File: src/rtl/uart_text_writer_if.sv
// Byte stream from the UART receiver plus the character-buffer write port
// driven by uart_text_writer.
interface uart_text_writer_if #(
  parameter int ADDR_W = 12
);
  logic              wr_i;
  logic [7:0]        data_i;
  logic              buf_we_o;
  logic [ADDR_W-1:0] buf_addr_o;
  logic [7:0]        buf_data_o;

  modport master (output wr_i, data_i, input buf_we_o, buf_addr_o, buf_data_o);
  modport slave  (input wr_i, data_i, output buf_we_o, buf_addr_o, buf_data_o);
endinterface

File: src/rtl/uart_text_writer.sv
// Turns received UART bytes into VGA text-buffer writes with a cursor and CR/LF/BS/FF handling.
// Optional macro UART_TEXT_ROWCLR_EN: blank each newly entered row (ROWCLR state).
module uart_text_writer #(
  parameter int          COLS   = 80,
  parameter int          ROWS   = 30,
  parameter int          ADDR_W = 12,
  parameter logic [7:0]  BLANK  = 8'h20
) (
  input  logic                      clk_i,
  input  logic                      rstn_i,
  uart_text_writer_if.slave         bus,
  output logic [$clog2(COLS)-1:0]   col_o,
  output logic [$clog2(ROWS)-1:0]   row_o,
  output logic                      busy_o,
  output logic                      ovf_o
);
  localparam int CW = $clog2(COLS);
  localparam int RW = $clog2(ROWS);
  localparam logic [ADDR_W-1:0] LAST_CELL = ADDR_W'(COLS*ROWS-1);
  localparam logic [ADDR_W-1:0] LAST_COLA = ADDR_W'(COLS-1);
  localparam logic [ADDR_W-1:0] COLS_A    = ADDR_W'(COLS);
  localparam logic [CW-1:0]     LAST_COL  = CW'(COLS-1);
  localparam logic [RW-1:0]     LAST_ROW  = RW'(ROWS-1);

`ifdef UART_TEXT_ROWCLR_EN
  typedef enum logic [1:0] {S_IDLE, S_EXEC, S_CLEAR, S_ROWCLR} state_t;
`else
  typedef enum logic [1:0] {S_IDLE, S_EXEC, S_CLEAR} state_t;
`endif

  state_t            state_q, nxt_state;
  logic              wr_q;
  logic              pend_vld_q, nxt_pend_vld;
  logic [7:0]        pend_q, nxt_pend;
  logic              ovf_q, nxt_ovf;
  logic [CW-1:0]     col_q, nxt_col;
  logic [RW-1:0]     row_q, nxt_row;
  logic [ADDR_W-1:0] base_q, nxt_base;   // row_q*COLS, tracked instead of multiplied
  logic [ADDR_W-1:0] cnt_q, nxt_cnt;
  logic              we_q, nxt_we;
  logic [ADDR_W-1:0] addr_q, nxt_addr;
  logic [7:0]        data_q, nxt_data;
  logic              busy_q, nxt_busy;

  logic              cap, free, row_step;
  logic [ADDR_W-1:0] cur_addr;

  always_ff @(posedge clk_i or negedge rstn_i) begin
    if (!rstn_i) begin
      state_q    <= S_IDLE;
      wr_q       <= 1'b1;
      pend_vld_q <= 1'b0;
      pend_q     <= 8'h00;
      ovf_q      <= 1'b0;
      col_q      <= '0;
      row_q      <= '0;
      base_q     <= '0;
      cnt_q      <= '0;
      we_q       <= 1'b0;
      addr_q     <= '0;
      data_q     <= 8'h00;
      busy_q     <= 1'b0;
    end else begin
      state_q    <= nxt_state;
      wr_q       <= bus.wr_i;
      pend_vld_q <= nxt_pend_vld;
      pend_q     <= nxt_pend;
      ovf_q      <= nxt_ovf;
      col_q      <= nxt_col;
      row_q      <= nxt_row;
      base_q     <= nxt_base;
      cnt_q      <= nxt_cnt;
      we_q       <= nxt_we;
      addr_q     <= nxt_addr;
      data_q     <= nxt_data;
      busy_q     <= nxt_busy;
    end
  end

  always_comb begin
    nxt_state    = state_q;
    nxt_pend_vld = pend_vld_q;
    nxt_pend     = pend_q;
    nxt_ovf      = ovf_q;
    nxt_col      = col_q;
    nxt_row      = row_q;
    nxt_base     = base_q;
    nxt_cnt      = cnt_q;
    nxt_we       = 1'b0;
    nxt_addr     = addr_q;
    nxt_data     = data_q;
    nxt_busy     = 1'b0;
    row_step     = 1'b0;
    cap          = bus.wr_i & ~wr_q;
    free         = (state_q == S_EXEC);
    cur_addr     = base_q + ADDR_W'(col_q);

    // EXEC releases the slot on this edge, so a byte landing now can take it
    if (free) nxt_pend_vld = 1'b0;
    if (cap) begin
      if (!pend_vld_q || free) begin
        nxt_pend_vld = 1'b1;
        nxt_pend     = bus.data_i;
      end else begin
        nxt_ovf = 1'b1;
      end
    end

    case (state_q)
      S_IDLE: if (pend_vld_q) nxt_state = S_EXEC;
      S_EXEC: begin
        nxt_state = S_IDLE;
        if (pend_q >= 8'h20 && pend_q <= 8'h7E) begin
          nxt_we   = 1'b1;
          nxt_addr = cur_addr;
          nxt_data = pend_q;
          if (col_q == LAST_COL) begin
            nxt_col  = '0;
            row_step = 1'b1;
          end else begin
            nxt_col = col_q + CW'(1);
          end
        end else begin
          case (pend_q)
            8'h0D: nxt_col = '0;
            8'h0A: begin
              nxt_col  = '0;
              row_step = 1'b1;
            end
            8'h08: if (col_q != '0) begin
              nxt_col  = col_q - CW'(1);
              nxt_we   = 1'b1;
              nxt_addr = cur_addr - ADDR_W'(1);
              nxt_data = BLANK;
            end
            8'h0C: begin
              nxt_state = S_CLEAR;
              nxt_cnt   = '0;
            end
            default: ;
          endcase
        end
        if (row_step) begin
          nxt_row  = (row_q == LAST_ROW) ? '0 : row_q + RW'(1);
          nxt_base = (row_q == LAST_ROW) ? '0 : base_q + COLS_A;
`ifdef UART_TEXT_ROWCLR_EN
          nxt_state = S_ROWCLR;
          nxt_cnt   = '0;
`endif
        end
      end
      S_CLEAR: begin
        nxt_we   = 1'b1;
        nxt_busy = 1'b1;
        nxt_addr = cnt_q;
        nxt_data = BLANK;
        if (cnt_q == LAST_CELL) begin
          nxt_state = S_IDLE;
          nxt_col   = '0;
          nxt_row   = '0;
          nxt_base  = '0;
        end else begin
          nxt_cnt = cnt_q + ADDR_W'(1);
        end
      end
`ifdef UART_TEXT_ROWCLR_EN
      S_ROWCLR: begin
        // cursor already sits at (new row, 0); base_q points at that row
        nxt_we   = 1'b1;
        nxt_busy = 1'b1;
        nxt_addr = base_q + cnt_q;
        nxt_data = BLANK;
        if (cnt_q == LAST_COLA) nxt_state = S_IDLE;
        else                    nxt_cnt   = cnt_q + ADDR_W'(1);
      end
`endif
      default: nxt_state = S_IDLE;
    endcase
  end

  assign bus.buf_we_o   = we_q;
  assign bus.buf_addr_o = addr_q;
  assign bus.buf_data_o = data_q;
  assign col_o          = col_q;
  assign row_o          = row_q;
  assign busy_o         = busy_q;
  assign ovf_o          = ovf_q;
endmodule

File: src/flat_wrapper.sv
// flat-port wrapper written by rule: the top's interface ports become plain ports
module uart_text_writer_flat 
#(
  parameter int          COLS   = 80,
  parameter int          ROWS   = 30,
  parameter int          ADDR_W = 12,
  parameter logic [7:0]  BLANK  = 8'h20
)
  (clk_i, rstn_i, col_o, row_o, busy_o, ovf_o, bus_wr_i, bus_data_i, bus_buf_we_o, bus_buf_addr_o, bus_buf_data_o);
  uart_text_writer_if #(.ADDR_W(ADDR_W)) bus_i ();
  input  logic clk_i;
  input  logic rstn_i;
  output logic [$clog2(COLS)-1:0] col_o;
  output logic [$clog2(ROWS)-1:0] row_o;
  output logic busy_o;
  output logic ovf_o;
  input wire logic [$bits(bus_i.wr_i)-1:0] bus_wr_i;
  input wire logic [$bits(bus_i.data_i)-1:0] bus_data_i;
  output wire logic [$bits(bus_i.buf_we_o)-1:0] bus_buf_we_o;
  output wire logic [$bits(bus_i.buf_addr_o)-1:0] bus_buf_addr_o;
  output wire logic [$bits(bus_i.buf_data_o)-1:0] bus_buf_data_o;
  assign bus_i.wr_i = bus_wr_i;
  assign bus_i.data_i = bus_data_i;
  assign bus_buf_we_o = bus_i.buf_we_o;
  assign bus_buf_addr_o = bus_i.buf_addr_o;
  assign bus_buf_data_o = bus_i.buf_data_o;
  uart_text_writer #(.COLS(COLS), .ROWS(ROWS), .ADDR_W(ADDR_W), .BLANK(BLANK)) u_core (.clk_i(clk_i), .rstn_i(rstn_i), .bus(bus_i), .col_o(col_o), .row_o(row_o), .busy_o(busy_o), .ovf_o(ovf_o));
endmodule
File: config.mk
export PLATFORM = sky130hd
export DESIGN_NAME = uart_text_writer_flat
export DESIGN_NICKNAME = d
export VERILOG_FILES = /design/src/rtl/uart_text_writer_if.sv /design/src/rtl/uart_text_writer.sv /design/src/flat_wrapper.sv
export SDC_FILE = /design/constraint.sdc
export NUM_CORES = 1
export LEC_CHECK = 0
export BUFFER_PORTS_ARGS = -buffer_cell sky130_fd_sc_hd__buf_2
export CORE_ASPECT_RATIO = 0.75
export CORE_MARGIN = 4
export CORE_UTILIZATION = 38
export CTS_BUF_LIST = sky130_fd_sc_hd__clkbuf_8 sky130_fd_sc_hd__clkbuf_16
export DETAILED_ROUTE_END_ITERATION = 8
export PLACE_DENSITY = 0.53
export RECOVER_POWER = 100
export REMOVE_ABC_BUFFERS = 1
export SYNTH_ARGS = -nofsm -noshare
export SYNTH_HDL_FRONTEND = slang
export SYNTH_SLANG_ARGS = --single-unit
export TNS_END_PERCENT = 50
File: constraint.sdc
create_clock -name clk_i -period 5.4 [get_ports clk_i]
set_clock_uncertainty 0.2 [all_clocks]
set_input_delay 0.54 -clock clk_i [delete_from_list [all_inputs] [get_ports clk_i]]
set_output_delay 0.54 -clock clk_i [all_outputs]
set_load 0.005 [all_outputs]
# Word level (Yosys, flattened, before mapping)
# Cells that the tools add are included.
# classes
addsub,7
n_lt_le_gt_ge,2
eq_ne,19
mux,43
bitwise,3
reduce_logical,14
# op_table
operator,count
$mux W12,9
$pmux W12 S2,3
$eq A8 B4 Y1 const B,4
$mux W7,4
$pmux W7 S2,2
$mux W8,3
$pmux W8 S2,1
$mux W5,3
$add A12 B1 Y12 const B,1
$add A12 B7 Y12,1
$add A12 B7 Y12 const B,1
$eq A12 B12 Y1 const B,1
$sub A12 B1 Y12 const B,1
$mux W1,11
$pmux W5 S2,1
$ge A8 B6 Y1 const B,1
$le A8 B7 Y1 const B,1
$mux W2,4
$ne A2 B2 Y1 const B,4
$ne A4 B4 Y1 const B,2
$reduce_and A4 Y1,2
$add A7 B1 Y7 const B,1
$eq A7 B7 Y1 const B,1
$reduce_bool A7 Y1,1
19 further kinds,25
# totals
reg_bits,71
input_bits,11
out_inout_bits,35
wordCells,101

# Logic depth before layout (Yosys ltp)
# Gate-level depths: netlist of the first run.
# logic_depth
ltp_word,6
ltp_mapped,10
mapped_depth_nobuf,8

# Worst setup path after synthesis of the first run
# OpenSTA, ideal clock, no wires.
# synth_path
path_kind,reg-to-reg
from,"register u_core.col_q[0], in the netlist u_core.col_o[0]"
to,"register u_core.addr_q[11], in the netlist u_core.bus.buf_addr_o[11]"
setup_ps,131
arrival_time_ps,2469
required_ps,5069
path_slack_ps,2600
stages_incl_launch_ff,10
path_buffers,1
period_less_slack_ps,2800
path_cell_list,dfrtp_1 -> inv_1 -> ha_1 -> or3b_1 -> nor4_2 -> o211ai_2 -> and2_1 -> buf_2 -> a31o_2 -> or3b_1
# synth_via
elab_chain_cells,6
elab_cells_between_ends,9
cone_classes,2 x add/sub; 1 x eq/ne; 4 x mux; 2 x reduce/logical
# synth_lines
element,line_no,rtl
start: declaration,uart_text_writer.sv:36,"logic [CW-1:0] col_q, nxt_col;"
start signal: assignment,uart_text_writer.sv:69,col_q <= nxt_col;
$add A12 B7 Y12,uart_text_writer.sv:96,cur_addr = base_q + ADDR_W'(col_q);
$sub A12 B1 Y12,uart_text_writer.sv:133,nxt_addr = cur_addr - ADDR_W'(1);
$mux W12,uart_text_writer.sv:130,8'h08: if (col_q != '0) begin
$mux W12,uart_text_writer.sv:124,case (pend_q)
$mux W12,uart_text_writer.sv:113,if (pend_q >= 8'h20 && pend_q <= 8'h7E) begin
$pmux W12 S2,uart_text_writer.sv:109,case (state_q)
end signal: assignment,uart_text_writer.sv:74,addr_q <= nxt_addr;
end: declaration,uart_text_writer.sv:41,"logic [ADDR_W-1:0] addr_q, nxt_addr;"
# Parallel ways exist; a longest one is shown, timed or not. The select of a mux whose other input is x is not followed.
# A chain may end at the register's enable or synchronous reset.

# Final worst setup path of the first run
# layout_path
from,register u_core.state_q[0]
to,register u_core.cnt_q[9]
# layout_via
elab_chain_cells,3
elab_cells_between_ends,8
cone_classes,5 x eq/ne; 1 x mux; 2 x reduce/logical
# layout_lines
element,line_no,rtl
start: declaration,uart_text_writer.sv:31,"state_t state_q, nxt_state;"
start signal: assignment,uart_text_writer.sv:64,state_q <= nxt_state;
$eq A2 B1 Y1 / $eq A2 B2 Y1 (equally long branches),uart_text_writer.sv:109,
$ne A2 B2 Y1 (no line) / $reduce_bool A2 Y1 (equally long branches),--,
$reduce_and A4 Y1 (no line),--,
end signal: assignment,uart_text_writer.sv:72,cnt_q <= nxt_cnt;
end: declaration,uart_text_writer.sv:39,"logic [ADDR_W-1:0] cnt_q, nxt_cnt;"
# Parallel ways exist; a longest one is shown, timed or not.

==> metrics.md, run 1 <==
| Metric | Value |
|---|---|
| Portion of total power attributed to combinational logic | 39.3% |
| Share of cells above drive strength 1 | 13.4% |
| FMAX | 0.265 GHz |
| Share of total power in the clock network | 28.6% |
| Total number of vias | 3485 |
| Failing checks | capacitance limit, slew limit |
| Reg2Reg Launch Point | u_core.state_q[0] |
| Clock transition time at the flip-flop clock pins of the worst setup and hold paths | around 0.06 ns |
| Post-Syn Instances | 457 |
| Count of yosys warnings during synthesis | 0 |
| Clock tree from TritonCTS | built |
| DIE HEIGHT | 97.9 um |
| Post-route ant nets | 0 |
| Max clock buf depth | 2 |
| Die area | 12500 um2 |
| Minimum clock period | 3.77 ns |
| Switching power summed over all nets | roughly 0.00089 W |
| Worst slack at placement | approximately 2.2 ns |
| Launch instance of the worst min-delay path | bus_wr_i |
| Min-delay worst type | primary input to flip-flop |
| Pin count of the biggest net entering global routing | 68 |
| Placement Cell Area | 4390 um2 |
| Post-cts hold buffer count | 0 |
| Initial DRC count | 362 |
| Worst setup path start | u_core.state_q[0] |
| Initial core utilization | 39.3% |
| Final slew viol count | 34 |
| Horiz. Die Dim | 128 um |
| Share of the clock period used by the worst path after layout | between 60% and 70% |
| Wire length of the first global-routing pass | 17800 um |
| H-tree levels | 3 |
| Half-perimeter wire length of the detailed placement result | 7270 um |
| Leakage power summed over all cells | 2.09 nW |
| Post-synth ARST share | 100% |
| Overall Power | 0.00229 W |
| Count of port buffers added during placement | 45 |
| Seq pwr share | 32.1% |
| Global placer's final weighted congestion | 0.851 |
| CTS Buf Count | 9 |
| Power per standard cell area | 491 nW/um2 |
| Post-synth EDFFs | 0 |
| Fin nets | 511 |
| Number of global-route vias before repair | between 3000 and 4000 |
| Result of the run | finished, violations left |
| Rel. slew slack | -8.40% |
| Worst-case vdd ir drop | approximately 200 uV |
| Post_cts resized | 0 |
| Clock Sink Count | 67 |
| Post-Route Utilization | 44.8% |
| Later-pin clock latency in the skew report | 0.33 ns |
| Internal power summed over all cells | 0.00140 W |
| Fin. Hold Viols | 0 |
| Worst slew pin tran | around 1.6 ns |
| Antenna violations before repair | 0 |
| Critical path class | flip-flop to flip-flop |
| Synth Area per Inst | 8.96 um2 |
| Most frequent cells in the layout | 66 x sky130_fd_sc_hd__dfrtp_1, 50 x sky130_fd_sc_hd__o21ai_0, 48 x sky130_fd_sc_hd__nand2_1 |
| Setup violators final | 0 |
| Std-Cell Core Area | 10400 um2 |
| Number of max-capacitance violations reported | 1 |
| Per-cell via count in the routed design | 5.55 |
| Global router's overall resource usage | roughly 18% |
| Number of optimization iterations in the first detailed-route pass | 4 |
| Total congestion overflow | 0 |
| Total detailed-routing wirelength | roughly 10000 um |
| Antenna diodes | 0 |
| Residual DRC | 0 |
| Worst setup margin | 1.63 ns |
| Startpoint type of the worst setup path | flip-flop |
| Worst path required time | 5.47 ns |
| Unrepaired setup endpoints after global routing | no |
| Routed length per placed instance | 16.6 um |
| Primary flip-flop cell chosen by synthesis mapping | sky130_fd_sc_hd__dfrtp_1 |
| Capturing element type of the critical path | flip-flop |
| I/O Pins | 46 |
| Post-synthesis sequential area ratio | 41.0% |
| Post-synth cell types | 70 |
| Switching Share | 39.0% |
| Synth Cell Area | 4090 um2 |
| Standard-cell rows | 32 |
| Critical-path maximum fanout | 33 |
| Root Buffer Master | sky130_fd_sc_hd__clkbuf_16 |
| Post-CTS setup repair buffer count | 0 |
| Area delta synth->final | 14.1% |
| Commonest non-fill, non-tap cell in the layout | sky130_fd_sc_hd__dfrtp_1 |
| Post-synthesis register bit count | between 60 and 70 |
| Arrival time of the worst setup path | between 3 and 4 ns |
| Layout Cell Area excl Fill | between 4000 and 5000 um2 |
| Setup tns final | 0 ns |
==> critical path: stages, from the launching register on <==
cell	delay, ns
sky130_fd_sc_hd__dfrtp_1	0.38
sky130_fd_sc_hd__inv_1	0.10
sky130_fd_sc_hd__ha_1	0.17
sky130_fd_sc_hd__clkbuf_1	1.18
sky130_fd_sc_hd__nor2_1	0.24
sky130_fd_sc_hd__inv_1	0.13
sky130_fd_sc_hd__o211ai_1	0.09
sky130_fd_sc_hd__clkbuf_1	0.40
sky130_fd_sc_hd__or4_1	0.61
sky130_fd_sc_hd__nand2_1	0.09
sky130_fd_sc_hd__a22o_1	0.12
==> state kept, by name, summed over array words and instances, names as in the netlist <==
name	count
u_core.busy_o	1
u_core.state_q	2
u_core.bus.buf_we_o	1
u_core.ovf_o	1
u_core.cnt_q	12
u_core.pend_q	8
u_core.row_o	5
u_core.col_o	7
u_core.bus.buf_addr_o	12
u_core.pend_vld_q	1
u_core.bus.buf_data_o	8
u_core.wr_q	1
u_core.base_q	8
==> layout make-up <==
| class | instances | area [um2] |
|---|---|---|
| Clock buffer | 11 | 253 |
| Multi-Input combinational cell | 344 | 2190 |
| Sequential cell | 67 | 1680 |
| Inverter | 16 | 60.1 |
| Clock inverter | 5 | 85.1 |
| Fill cell | 1050 | 5740 |
| Timing Repair Buffer | 49 | 228 |
| Tap cell | 136 | 170 |
==> power groups by stage <==
stage          clock [W]  sequential, W  combinational, W
2_1_floorplan          0       0.000722          0.000627
3_3_place_gp           0       0.000739          0.000923
3_5_place_dp           0       0.000744          0.000928
4_1_cts         0.000670       0.000736          0.000931
5_1_grt         0.000695       0.000756           0.00102
6_report        0.000654       0.000736          0.000900
==> path summary, 6_finish.rpt <==
path	end	slack [ns]	cells past startpoint
max	u_core.cnt_q[9]	1.63	10
min	u_core.wr_q	0.11	1
max reg2reg	u_core.cnt_q[9]	1.63	10
min reg2reg	u_core.bus.buf_data_o[3]	0.27	2
max in group asynchronous	u_core.col_o[3]	4.22	2
min in group asynchronous	u_core.bus.buf_addr_o[1]	0.21	2
==> metal layers <==
metal  part of all wire, %  wire length (um)  GRT usage, %  up-vias
met1                    52              5370          26.8     1643
met5                     0                 0             0        -
met2                    42              4360          24.3       87
met4                  0.75                78          4.49        0
li1                      -                 -             -     1748
met3                   5.8               599          4.76        7
==> logic make-up after synthesis <==
group           count (synthesis)  share of synthesized area [%]
simple gates                  175                           22.8
fa+ha+maj                      13                           3.97
compound gates                126                           20.3
flops                          67                           41.0
mux                            19                           4.98
buf+inv                        46                           4.55
xor+xnor                       11                           2.35
==> through the flow <==
stage | instances | hold slack [ns]
CTS | 628 | 0.0976
global placement | 612 | 0.261
global route | 628 | 0.0962
detailed placement | 612 | 0.259
floorplan | 427 | 0.0444
finish | 628 | 0.112
==> cell usage after synthesis, drive strengths merged (3+ instances only) <==
cell type	n	area share (%)
a21boi	3	0.55
a21o	6	1.1
a21oi	16	2.0
a22o	6	1.3
a31oi	9	1.4
and2	4	0.61
and3	4	0.61
buf	8	1.1
clkbuf	22	2.0
dfrtp	66	40
ha	13	4.0
inv	16	1.5
mux2	11	3.0
mux2i	8	2.0
nand2	48	4.4
nand2b	4	0.61
nand3	26	3.2
nand4	15	2.3
nor2	23	2.2
nor2b	3	0.46
nor3	11	1.3
nor3b	4	0.73
nor4	6	1.1
o211ai	3	0.67
o21ai	55	6.9
o31ai	4	0.86
or3	7	1.2
or4	8	1.5
xnor2	10	2.1
(Power assumes the default switching activity.)
==> inputs of run 2 (changes only) <==
--- a/config.mk
+++ b/config.mk
@@ -11,7 +11,7 @@
 export CORE_UTILIZATION = 38
 export CTS_BUF_LIST = sky130_fd_sc_hd__clkbuf_8 sky130_fd_sc_hd__clkbuf_16
 export DETAILED_ROUTE_END_ITERATION = 8
-export PLACE_DENSITY = 0.53
+export PLACE_DENSITY = 0.55
 export RECOVER_POWER = 100
 export REMOVE_ABC_BUFFERS = 1
 export SYNTH_ARGS = -nofsm -noshare
==> constraint.sdc (replaced) <==
create_clock -name clk_i -period 3.1 [get_ports clk_i]
set_clock_uncertainty 0.2 [all_clocks]
set_input_delay 0.31 -clock clk_i [delete_from_list [all_inputs] [get_ports clk_i]]
set_output_delay 0.31 -clock clk_i [all_outputs]
set_load 0.005 [all_outputs]
==> metrics.md, run 2 (synthesized netlist as in run 1, its figures left out) <==
| Metric | Value |
|---|---|
| Result of the run | finished, violations left |
| Failing checks | capacitance limit, slew limit |
| Initial core utilization | 39.3% |
| Post-Route Utilization | 45.9% |
| Critical path class | flip-flop to flip-flop |
| Max clock buf depth | 2 |
| Rel. slew slack | -23.3% |
| Root Buffer Master | sky130_fd_sc_hd__clkbuf_16 |
| Die area | 12500 um2 |
| Minimum clock period | 2.87 ns |
| Arrival time of the worst setup path | 2.88 ns |
| Per-cell via count in the routed design | about 5.7 |
| R2r setup slk | 0.23 ns |
| Number of cells on the worst reg-to-reg path | 8 |
| Startpoint type of the worst setup path | flip-flop |
| Initial DRC count | roughly 320 |
| Final slew viol count | 34 |
| Setup violators final | 0 |
| Area delta synth->final | 16.9% |
| Endpoint of the worst-slack reg-to-reg timing path | u_core.bus.buf_addr_o[11] |
| Count of port buffers added during placement | 45 |
| Area of the multi-input gates | 2210 um2 |
| Setup tns final | 0 ns |
| Standard-cell rows | 32 |
| Share of the clock period used by the worst path after layout | 92.7% |
| Clock Sink Count | 67 |
| Fin nets | 532 |
| Total congestion overflow | 0 |
| Wire length of the first global-routing pass | approximately 19000 um |
| Post-route ant nets | 0 |
| FMAX | 0.348 GHz |
| Total number of vias | 3693 |
| H-tree levels | 3 |
| Horiz. Die Dim | 128 um |
| Clock tree from TritonCTS | built |
| Number of global-route vias before repair | ~3500 |
| Routed length per placed instance | 17.1 um |
| Clock transition time at the flip-flop clock pins of the worst setup and hold paths | 0.06 ns |
| Worst setup path start | u_core.col_o[0] |
| Post-CTS setup repair buffer count | 0 |
| Min-delay worst type | primary input to flip-flop |
| Global router's overall resource usage | 18.6% |
| Number of max-capacitance violations reported | 1 |
| Leakage power summed over all cells | 2.14 nW |
| Termination of the worst setup path | u_core.bus.buf_addr_o[11] |
| Worst setup margin | 0.227 ns |
| Critical-path maximum fanout | 7 |
| Worst slew pin tran | 1.85 ns |
| Std-Cell Core Area | 10400 um2 |
| Number of optimization iterations in the first detailed-route pass | 5 |
| Area occupied by registers | 1680 um2 |
| Half-perimeter wire length of the detailed placement result | 8270 um |
| Share of cells above drive strength 1 | 15.0% |
| Later-pin clock latency in the skew report | 0.33 ns |
| Capturing element type of the critical path | flip-flop |
| Global placer's final weighted congestion | ~0.91 |
| Unrepaired setup endpoints after global routing | no |
| Worst path required time | a little over 3 ns |
| Fin. Hold Viols | 0 |
| Power per standard cell area | 840 nW/um2 |
| Worst-case vdd ir drop | 367 uV |
| Residual DRC | 0 |
| DIE HEIGHT | 97.9 um |
| Commonest non-fill, non-tap cell in the layout | sky130_fd_sc_hd__dfrtp_1 |
| Total detailed-routing wirelength | 11100 um |
| Pin count of the biggest net entering global routing | 34 |
| Most frequent cells in the layout | 66 x sky130_fd_sc_hd__dfrtp_1, 50 x sky130_fd_sc_hd__o21ai_0, 48 x sky130_fd_sc_hd__nand2_1 |
| Fill cell count | around 1000 |
| I/O Pins | 46 |
| Antenna violations before repair | 0 |
| CTS Buf Count | 9 |
| Antenna diodes | 0 |
| Reg2Reg Launch Point | u_core.col_o[0] |
| Worst slack at placement | 0.302 ns |
[run 2: critical path: stages (launching register included)]
cell and delay [ns]:
sky130_fd_sc_hd__dfrtp_1 0.43, sky130_fd_sc_hd__inv_1 0.16, sky130_fd_sc_hd__ha_1 0.24, sky130_fd_sc_hd__or3b_1 0.43, sky130_fd_sc_hd__nor4_2 0.28, sky130_fd_sc_hd__o211ai_1 0.17, sky130_fd_sc_hd__and2_0 0.24, sky130_fd_sc_hd__a31o_2 0.25
sky130_fd_sc_hd__or3b_1 0.36
[run 2: routing by layer]
metal	wire, um	global-route usage [%]	vias to the layer above
met4	167	5.30	0
li1	-	-	1798
met2	4570	25.9	145
met5	0	0	-
met3	805	5.30	13
met1	5570	28.1	1737
[run 2: stage by stage]
| stage | power [W] | std cells | hold slack, ns | cell area (um2) |
|---|---|---|---|---|
| 2_1_floorplan | 0.00235 | 427 | -0.186 | 3970 |
| 3_3_place_gp | 0.00301 | 629 | 0.231 | 4520 |
| 3_5_place_dp | 0.00304 | 629 | 0.235 | 4520 |
| 4_1_cts | 0.00410 | 648 | 0.00299 | 4860 |
| 5_1_grt | 0.00433 | 648 | 0.0124 | 4780 |
| 6_report | 0.00402 | 648 | 0.0136 | 4780 |
[run 2: worst min-delay path by stage]
stage | end | slack, ns | cells after the start | startpoint
global placement | u_core.wr_q | 0.23 | 1 | bus_wr_i
detailed placement | u_core.bus.buf_addr_o[0] | 0.24 | 1 | rstn_i
global route | u_core.pend_q[7] | 0.01 | 2 | bus_data_i[7]
finish | u_core.pend_q[0] | 0.01 | 2 | bus_data_i[0]
floorplan | u_core.base_q[10] | -0.19 | 0 | rstn_i
CTS | u_core.pend_q[0] | 0.003 | 2 | bus_data_i[0]
[run 2: area by class of cell]
class,instances,area share (%)
Timing Repair Buffer,70,7.64
Multi-Input combinational cell,344,46.1
Clock inverter,4,1.05
Sequential cell,67,35.1
Inverter,16,1.26
Tap cell,136,3.56
Clock buffer,11,5.28
[run 2: power breakdown]
part           internal (W)  switching [W]  total, W
Combinational      0.000687        0.00104   0.00172
Clock              0.000660       0.000378   0.00104
Sequential          0.00107       0.000184   0.00126
Total               0.00242        0.00160   0.00402
[run 2: what timing repair did]
item                                   in CTS  in global routing
hold buffers                                4                  0
gates resized for setup                     0                  0
endpoints found under the hold margin      34                  0
